`src/rtl/shift_register_universal_pkg.sv`:
```
`default_nettype none
// ============================================================================
// Module : shift_register_universal_pkg
// Brief  : Operation codes and decode helpers for the universal shift register.
// Rev    : 1.0
// ============================================================================
package shift_register_universal_pkg;

  typedef enum logic [2:0] {
    SR_HOLD  = 3'd0,
    SR_SHR   = 3'd1,
    SR_SHL   = 3'd2,
    SR_ROR   = 3'd3,
    SR_ROL   = 3'd4,
    SR_LOAD  = 3'd5,
    SR_CLEAR = 3'd6,
    SR_RSVD  = 3'd7
  } sr_mode_e;

  // Shifts and rotates advance the frame counter.
  function automatic logic is_step(input sr_mode_e m);
    return (m == SR_SHR) || (m == SR_SHL) || (m == SR_ROR) || (m == SR_ROL);
  endfunction

  // Load and clear start a fresh frame.
  function automatic logic is_restart(input sr_mode_e m);
    return (m == SR_LOAD) || (m == SR_CLEAR);
  endfunction

endpackage
`default_nettype wire

```
`src/rtl/shift_register_universal_frame_counter.sv`:
```
`default_nettype none
// ============================================================================
// Module : frame_counter
// Brief  : Counts steps within a STEPS-long frame and pulses done on the last.
// Rev    : 1.0
// ============================================================================
module frame_counter #(
  parameter int STEPS = 8,
  parameter int CW    = 4
) (
  input  logic          clk,
  input  logic          rst,
  input  logic          clr,
  input  logic          step,
  output logic [CW-1:0] count,
  output logic          done
);

  localparam logic [CW-1:0] c_LAST = CW'(STEPS - 1);

  logic [CW-1:0] r_count;
  logic          r_done;

  always_ff @(posedge clk) begin
    if (rst || clr) begin
      r_count <= '0;
      r_done  <= 1'b0;
    end else if (step) begin
      if (r_count == c_LAST) begin
        r_count <= '0;
        r_done  <= 1'b1;
      end else begin
        r_count <= r_count + 1'b1;
        r_done  <= 1'b0;
      end
    end else begin
      r_done <= 1'b0;
    end
  end

  assign count = r_count;
  assign done  = r_done;

endmodule
`default_nettype wire

```
`src/rtl/shift_register_universal.sv`:
```
`default_nettype none
// ============================================================================
// Module : shift_register_universal
// Brief  : W-bit shift/rotate/load register moving S bits per step, with frame flag.
// Rev    : 1.0
// ============================================================================
module shift_register_universal
  import shift_register_universal_pkg::*;
#(
  parameter  int W     = 8,
  parameter  int S     = 1,
  localparam int STEPS = W / S,
  localparam int CW    = $clog2(STEPS + 1)
) (
  input  logic          clk,
  input  logic          rst,
  input  logic          en,
  input  logic [2:0]    mode,
  input  logic [W-1:0]  load_data,
  input  logic [S-1:0]  sin_msb,
  input  logic [S-1:0]  sin_lsb,
  output logic [W-1:0]  out,
  output logic [S-1:0]  sout_lsb,
  output logic [S-1:0]  sout_msb,
  output logic [CW-1:0] count,
  output logic          frame_done
);

  if (W < 2 || S < 1 || S >= W || (W % S) != 0) begin : g_bad_params
    $error("shift_register_universal: need W >= 2, 1 <= S < W and W %% S == 0");
  end

  sr_mode_e     w_mode;
  logic         w_step;
  logic         w_clr;
  logic [W-1:0] r_out;

  assign w_mode = sr_mode_e'(mode);
  assign w_step = en && is_step(w_mode);
  assign w_clr  = en && is_restart(w_mode);

  always_ff @(posedge clk) begin
    if (rst) begin
      r_out <= '0;
    end else if (en) begin
      case (w_mode)
        SR_SHR:   r_out <= {sin_msb, r_out[W-1:S]};
        SR_SHL:   r_out <= {r_out[W-S-1:0], sin_lsb};
        SR_ROR:   r_out <= {r_out[S-1:0], r_out[W-1:S]};
        SR_ROL:   r_out <= {r_out[W-S-1:0], r_out[W-1 -: S]};
        SR_LOAD:  r_out <= load_data;
        SR_CLEAR: r_out <= '0;
        default:  r_out <= r_out;
      endcase
    end
  end

  frame_counter #(
    .STEPS (STEPS),
    .CW    (CW)
  ) u_frame_counter (
    .clk   (clk),
    .rst   (rst),
    .clr   (w_clr),
    .step  (w_step),
    .count (count),
    .done  (frame_done)
  );

  assign out      = r_out;
  assign sout_lsb = r_out[S-1:0];
  assign sout_msb = r_out[W-1 -: S];

endmodule
`default_nettype wire

```
`config.mk`:
```
export PLATFORM = sky130hd
export DESIGN_NAME = shift_register_universal
export DESIGN_NICKNAME = d
export VERILOG_FILES = /design/src/rtl/shift_register_universal_pkg.sv /design/src/rtl/shift_register_universal_frame_counter.sv /design/src/rtl/shift_register_universal.sv
export SDC_FILE = /design/constraint.sdc
export NUM_CORES = 1
export LEC_CHECK = 0
export ABC_AREA = 1
export CAP_MARGIN = 15
export CORE_UTILIZATION = 30
export CTS_CLUSTER_DIAMETER = 50
export DETAILED_ROUTE_END_ITERATION = 12
export PLACE_DENSITY_LB_ADDON = 0.05
export SETUP_SLACK_MARGIN = 0.2
export SLEW_MARGIN = 20
export SYNTH_ARGS = -nofsm -noshare
export SYNTH_HDL_FRONTEND = slang
export SYNTH_SLANG_ARGS = --single-unit
```
`constraint.sdc`:
```
create_clock -name clk -period 1.4 [get_ports clk]
set_input_delay 0.28 -clock clk [delete_from_list [all_inputs] [get_ports clk]]
set_output_delay 0.28 -clock clk [all_outputs]
set_load 0.03 [all_outputs]
```
==> results of run 1 <==
## how the worst min path moves through the flow
stage                                        start                        to  slack, ps  cells past startpoint
after floorplan                                 en  u_frame_counter.count[0]        440                      2
after global routing      u_frame_counter.count[1]  u_frame_counter.count[1]        530                      2
after CTS                 u_frame_counter.count[3]  u_frame_counter.count[3]        500                      2
after detailed placement  u_frame_counter.count[3]  u_frame_counter.count[3]        490                      2
after global placement    u_frame_counter.count[3]  u_frame_counter.count[3]        480                      2
final                     u_frame_counter.count[3]  u_frame_counter.count[3]        500                      2
## cell type report
class | instances | area, um^2
fill | 299 | 1350
multi-input combinational | 104 | 602
inverter | 17 | 63.8
clock buffer | 4 | 26.3
timing repair buffer | 56 | 458
tap | 31 | 38.8
sequential | 13 | 268
## registers in the layout (all words and copies together) (netlist names)
signal,count
out,8
u_frame_counter.count,4
u_frame_counter.done,1
## power by group
part | internal, uW | switching [uW] | leakage, uW
clock | 111 | 130 | 0.0000150
sequential | 396 | 19.2 | 0.000109
combinational | 186 | 226 | 0.000579
total | 692 | 375 | 0.000703
## Yosys cell counts (all sizes together) (2+ instances only)
cell / count
a21oi: 4
inv: 16
o21ai: 9
buf: 6
o211ai: 2
nand3b: 7
nand4: 7
nor2: 20
nand3: 6
dfxtp: 13
nand2: 46
## metrics by stage
stage                     utilization (%)  setup TNS (ps)  area, um^2
after global routing                 51.9               0        1460
after CTS                            50.3               0        1410
final                                51.9               0        1460
after detailed placement             49.3           -3360        1380
after global placement               49.3           -3250        1380
after floorplan                         -               0         913
## metal layers
metal	vias up	wire (um)	GRT usage (%)	part of all wire, %
li1	554	-	-	-
met3	4	115	4.31	4.4
met1	490	1190	22.2	45
met2	22	1310	32.6	50
met5	-	0	0	0
met4	0	23	5.92	0.87
## timing repair
item                       CTS  global route
pin swaps                    8            12
gates resized for setup     85            22
buffers inserted             2             1
setup endpoints to repair   28            15
gates cloned                 0             0
## kinds of logic after synthesis
| group | synth area share, % |
|---|---|
| buffers and inverters | 12.8 |
| adders and majority gates | 1.37 |
| AOI/OAI and AO/OA | 10.0 |
| and+or+nand+nor | 47.3 |
| DFF | 28.6 |
## cell usage in the layout (no fill, tap or decap), drive strengths merged, types with 7 or more instances in the layout
cell            n
clkdlybuf4s50  11
nand2          46
nand4           7
clkbuf          8
dfxtp          13
buf            37
nand3b          7
inv            16
o21ai           9
nor2           20
==> results.md, run 1 <==
* Final WS setup at approximately 240 ps
* Post-route DRC at 2
* Reg2reg end: u_frame_counter.count[3]
* Reg2reg path depth at 7
* Worst setup endpoint: frame_done
* Cell Pwr Density at 733 nW/um^2
* Max-slew violations at 0
* EDFF count, synth at 0
* YS warnings at 0
* Top-area cell type share of the netlist area at ~29%
* Total number of vias at 1070
* Top FF cell, synth: dfxtp_1
* Setup crit start: u_frame_counter.done
* CTS root buffer: clkbuf_4
* Slew @ Worst Pin at 220 ps
* Total power at 1070 uW
* Final Setup Violations at 0
* Worst Path Buf+Inv at 1
* Status: finished with violations
* Final ANT Viol Nets at 0
* Violated checks: DRC
* Crit path time final at 1160 ps
* CP Max Fanout at 1
* Critical Path RT at 1120 ps
* Initial antenna violation count at 0
* Clk_skew at between 1 and 1.5 ps
* CP Cell Sequence: clkdlybuf4s15_2
* Pre-Repair DR Iteration Count at 8
* Hold buffers post-CTS at 0
* Syn Area/Cell at 6.51 um^2
* Grt total ovfl at 0
* Max-cap violations at 0
* Avg WL per Cell at about 12 um
* First-pass GRT wire length at between 4000 and 5000 um
* Vias in the first global route at 1079
* Reg-to-Reg Start: u_frame_counter.count[0]
* WHS at ~500 ps
* Flop and latch count out of synthesis at 13
* Leakage at 0.000703 uW
* Cell Area, Synth at just over 900 um^2
* Die width at 57.1 um
* Number of cells on the critical path at 1
* Synth area leaders: dfxtp_1 (29%), nand2_1 (17%), nor2_1 (7.8%)
* 1st-iter DRT viols at 34
* Sequential element share of the synthesized area at 28.6%
* Hold Path Class: reg2reg
* CP Launch Type: flip-flop
* Async SR Flop Fraction at 0%
* Placed instance count at 218
* TritonCTS clock tree: yes
* Htree depth at 1
* Finished Layout Cells at between 200 and 250
* Classification of the worst setup path: reg2out
* Critical path endpoint category: output pin
* Tot GR Track Use at a little under a fifth
* Worst EP arrival at 880 ps
* Clk Latency, worst-skew pair at roughly 280 ps
* Share of layout cells above drive strength 1 at between 30% and 40%
* DPL Wire Length at 1930 um
* Final #Nets at between 200 and 250
* FP Rows at 19
* Top delay family on crit path: flip-flops
* WL final at 2630 um
* Num CTS Buffers at 3
* Largest net degree at the start of global routing at 9
* Core Area at roughly 2800 um^2
* Clock Tree Buf Depth at 2
* Buffers on Ports at 30
* Period Utilization, post-route at between 80 and 90%
* Vias/cell at 4.76
* Die Span Y at 57.1 um
* CP peak stage delay at 310 ps
* Syn_nets at 157
* Max VDD drop at 468 uV
* Worst slack, placed at -303 ps
* Area Overhead vs Synth at 59.9%
* Syn Inst Count at 140
* Initial Utilization at between 30% and 40%
* Clk sinks at 13
* Fin. Hold Viols at 0
* GPL Wtd Cong at 0.832
* Die area at 3260 um^2
* Fmax at 0.863 GHz
* R2R setup slack at 290 ps
* Clock slew at reported path FFs at about 80 ps
* RSZ-0062 raised after global routing: yes
* Synth unique cells at 23
* Post-synth top area cell: dfxtp_1
* I/O pins at 31
* Slew HR at 85.3%
* Critical path's slowest cell: dfxtp_1
* Antenna diodes at 0
Note: power is estimated with default switching activity, not from simulation.
==> run 2, diff against run 1 <==
==> constraint.sdc (replaced) <==
create_clock -name clk -period 1 [get_ports clk]
set_input_delay 0.2 -clock clk [delete_from_list [all_inputs] [get_ports clk]]
set_output_delay 0.2 -clock clk [all_outputs]
set_load 0.03 [all_outputs]
==> results.md, run 2 (synthesis results as in run 1) <==
* Status: finished with violations
* Violated checks: DRC, setup timing
* Period Utilization, post-route at 108%
* TritonCTS clock tree: yes
* Max-slew violations at 0 (unchanged)
* Fin area at 1820 um^2 (+25%)
* CP peak stage delay at 360 ps (+50 ps)
* 1st-iter DRT viols at 22 (-35%)
* Reg-to-Reg Start: u_frame_counter.count[0]
* Hold Path Class: reg2reg
* Logic pwr share at 45.5% (+7.0 points)
* RSZ-0062 raised after global routing: yes
* Clk_skew at 13.9 ps (+12.8 ps)
* Die area at 3260 um^2 (unchanged)
* Setup crit start: u_frame_counter.count[0]
* Worst EP arrival at 880 ps (about the same)
* CP Launch Type: flip-flop
* Htree depth at 1 (unchanged)
* Core Area at 2810 um^2 (unchanged)
* Total number of vias at 1140 (+6.5%)
* Largest net degree at the start of global routing at 9 (unchanged)
* Fmax at 0.928 GHz
* Pre-Repair DR Iteration Count at 8 (unchanged)
* Max FFs per register at 8 (unchanged)
* GPL Wtd Cong at 0.835 (+0.28%)
* Most frequent cells in the layout: nand2_1 (29), buf_4 (24), buf_6 (23)
* Initial Utilization at 32.5% (unchanged)
* Flop pwr share at 33.7% (-5.2 points)
* Avg WL per Cell at 12.6 um (+7.8%)
* I/O pins at 31 (unchanged)
* Initial antenna violation count at 0 (unchanged)
* Sw Ratio at 36.4% (+1.3 points)
* Crit path time final at 1080 ps
* Final #Nets at 222 (+4.7%)
* FP Rows at 19 (unchanged)
* CP Cell Sequence: buf_6 -> buf_6
* Cell Pwr Density at 937 nW/um^2 (+28%)
* Critical path's slowest cell: dfxtp_4
* Most Frequent Cell on Critical Path: buf_6
* First-pass GRT wire length at 5060 um (+6.5%)
* Slew HR at 79.6% (-5.8 points)
* Hold buffers post-CTS at 0 (unchanged)
* Post-route DRC at 4 (+2)
* Worst Path Buf+Inv at 2 (+1)
* Area Overhead vs Synth at 100%
* Final Setup Violations at 3 (+3)
* Hold Startpoint: u_frame_counter.count[3]
* Top delay family on crit path: flip-flops
* Tot GR Track Use at 20.1% (+1.6 points)
* Vias/cell at 4.85 (+2.0%)
* Clock slew at reported path FFs at 80 ps (about the same)
* CP Max Fanout at 3 (+2)
* Leakage at 0.000823 uW (+17%)
* Die Span Y at 57.1 um (unchanged)
* Antenna diodes at 0 (unchanged)
* Classification of the worst setup path: reg2out
* Share of layout cells above drive strength 1 at 54.4% (+19 points)
* WL final at 2960 um (+13%)
* Final ANT Viol Nets at 0 (unchanged)
* Clk Latency, worst-skew pair at 290 ps (about the same)
* Fin. Hold Viols at 0 (unchanged)
* Critical Path RT at 800 ps (-320 ps)
* Die width at 57.1 um (unchanged)
* DPL Wire Length at 1800 um (-6.4%)
* P_int at 1090 uW (+57%)
* Buffers on Ports at 30 (unchanged)
* Clk sinks at 13 (unchanged)
* Final WS setup at -77.8 ps (-319 ps)
* Part of the power in the clock network at 20.8% (-1.8 points)
* Num CTS Buffers at 3 (unchanged)
* Setup TNS at -176 ps (-176 ps)
* Post-DP Area at 1300 um^2 (-6.1%)
* CTS root buffer: clkbuf_4
* Slew @ Worst Pin at 305 ps (+85.2 ps)
* Grt total ovfl at 0 (unchanged)
* Max-cap violations at 0 (unchanged)
* Clock Tree Buf Depth at 2 (unchanged)
* Max VDD drop at 667 uV (+43%)
* Vias in the first global route at 1135 (+5.2%)
* Critical path endpoint category: output pin
* Most common cell after layout, fill and taps aside: nand2_1
* Worst slack, placed at -689 ps (-387 ps)
* Net Sw Power at 623 uW (+66%)
run 2: cell types whose count changed in the layout (fill, tap and decap cells not counted), sizes merged:
cell	delta
nand2	+1
buf	+16
clkbuf	-4
clkdlybuf4s15	-3
run 2: layout make-up:
| cell class | count | area [um^2] |
|---|---|---|
| fillers | 254 | 981 |
| multi-input cells | 105 | 751 |
| repair buffers | 65 | 653 |
| flip-flops and latches | 13 | 292 |
| inverters | 17 | 63.8 |
| well taps | 31 | 38.8 |
| clock buffers | 4 | 26.3 |
run 2: stage by stage:
stage / utilization [%] / hold slack [ps] / std cells / total power [uW]
2_1_floorplan: - / 364 / 140 / 907
3_3_place_gp: 46.3 / 474 / 208 / 1100
3_5_place_dp: 46.3 / 489 / 208 / 1100
4_1_cts: 60.4 / 453 / 234 / 1630
5_1_grt: 65.0 / 556 / 235 / 1800
6_report: 65.0 / 523 / 235 / 1710
run 2: final timing paths:
path	cells past startpoint	slack (ps)	to
worst max-delay path	2	-80	count[0]
worst min-delay path	2	520	u_frame_counter.count[3]
worst max register to register	7	-30	u_frame_counter.count[3]
worst min register to register	2	520	u_frame_counter.count[3]
run 2: repair_timing:
item                                    CTS  global route
gates resized for setup                  70            34
gates cloned                              1             0
endpoints found under the setup margin   28            28
buffers inserted                         21             1
pin swaps                                20            21
run 2: routing by layer:
layer | share of wire, % | GRT usage (%)
met4 | 2.2 | 9.76
met3 | 3.9 | 3.40
met5 | 0 | 0
met1 | 45 | 25.3
met2 | 48 | 33.1
run 2: worst reg2reg max path: stages, from the launching register on:
cell and delay (ps):
dfxtp_4 360, buf_6 120, buf_6 110, nand4_1 80, nand2_1 50, nor2_1 80, nand2_1 70, a21oi_2 100
run 2: power by group through the flow:
stage / clock network, uW / registers, uW / logic, uW
4_1_cts: 356 / 579 / 697
6_report: 355 / 577 / 778
3_5_place_dp: 0 / 596 / 499
2_1_floorplan: 0 / 657 / 250
3_3_place_gp: 0 / 597 / 499
5_1_grt: 386 / 582 / 835
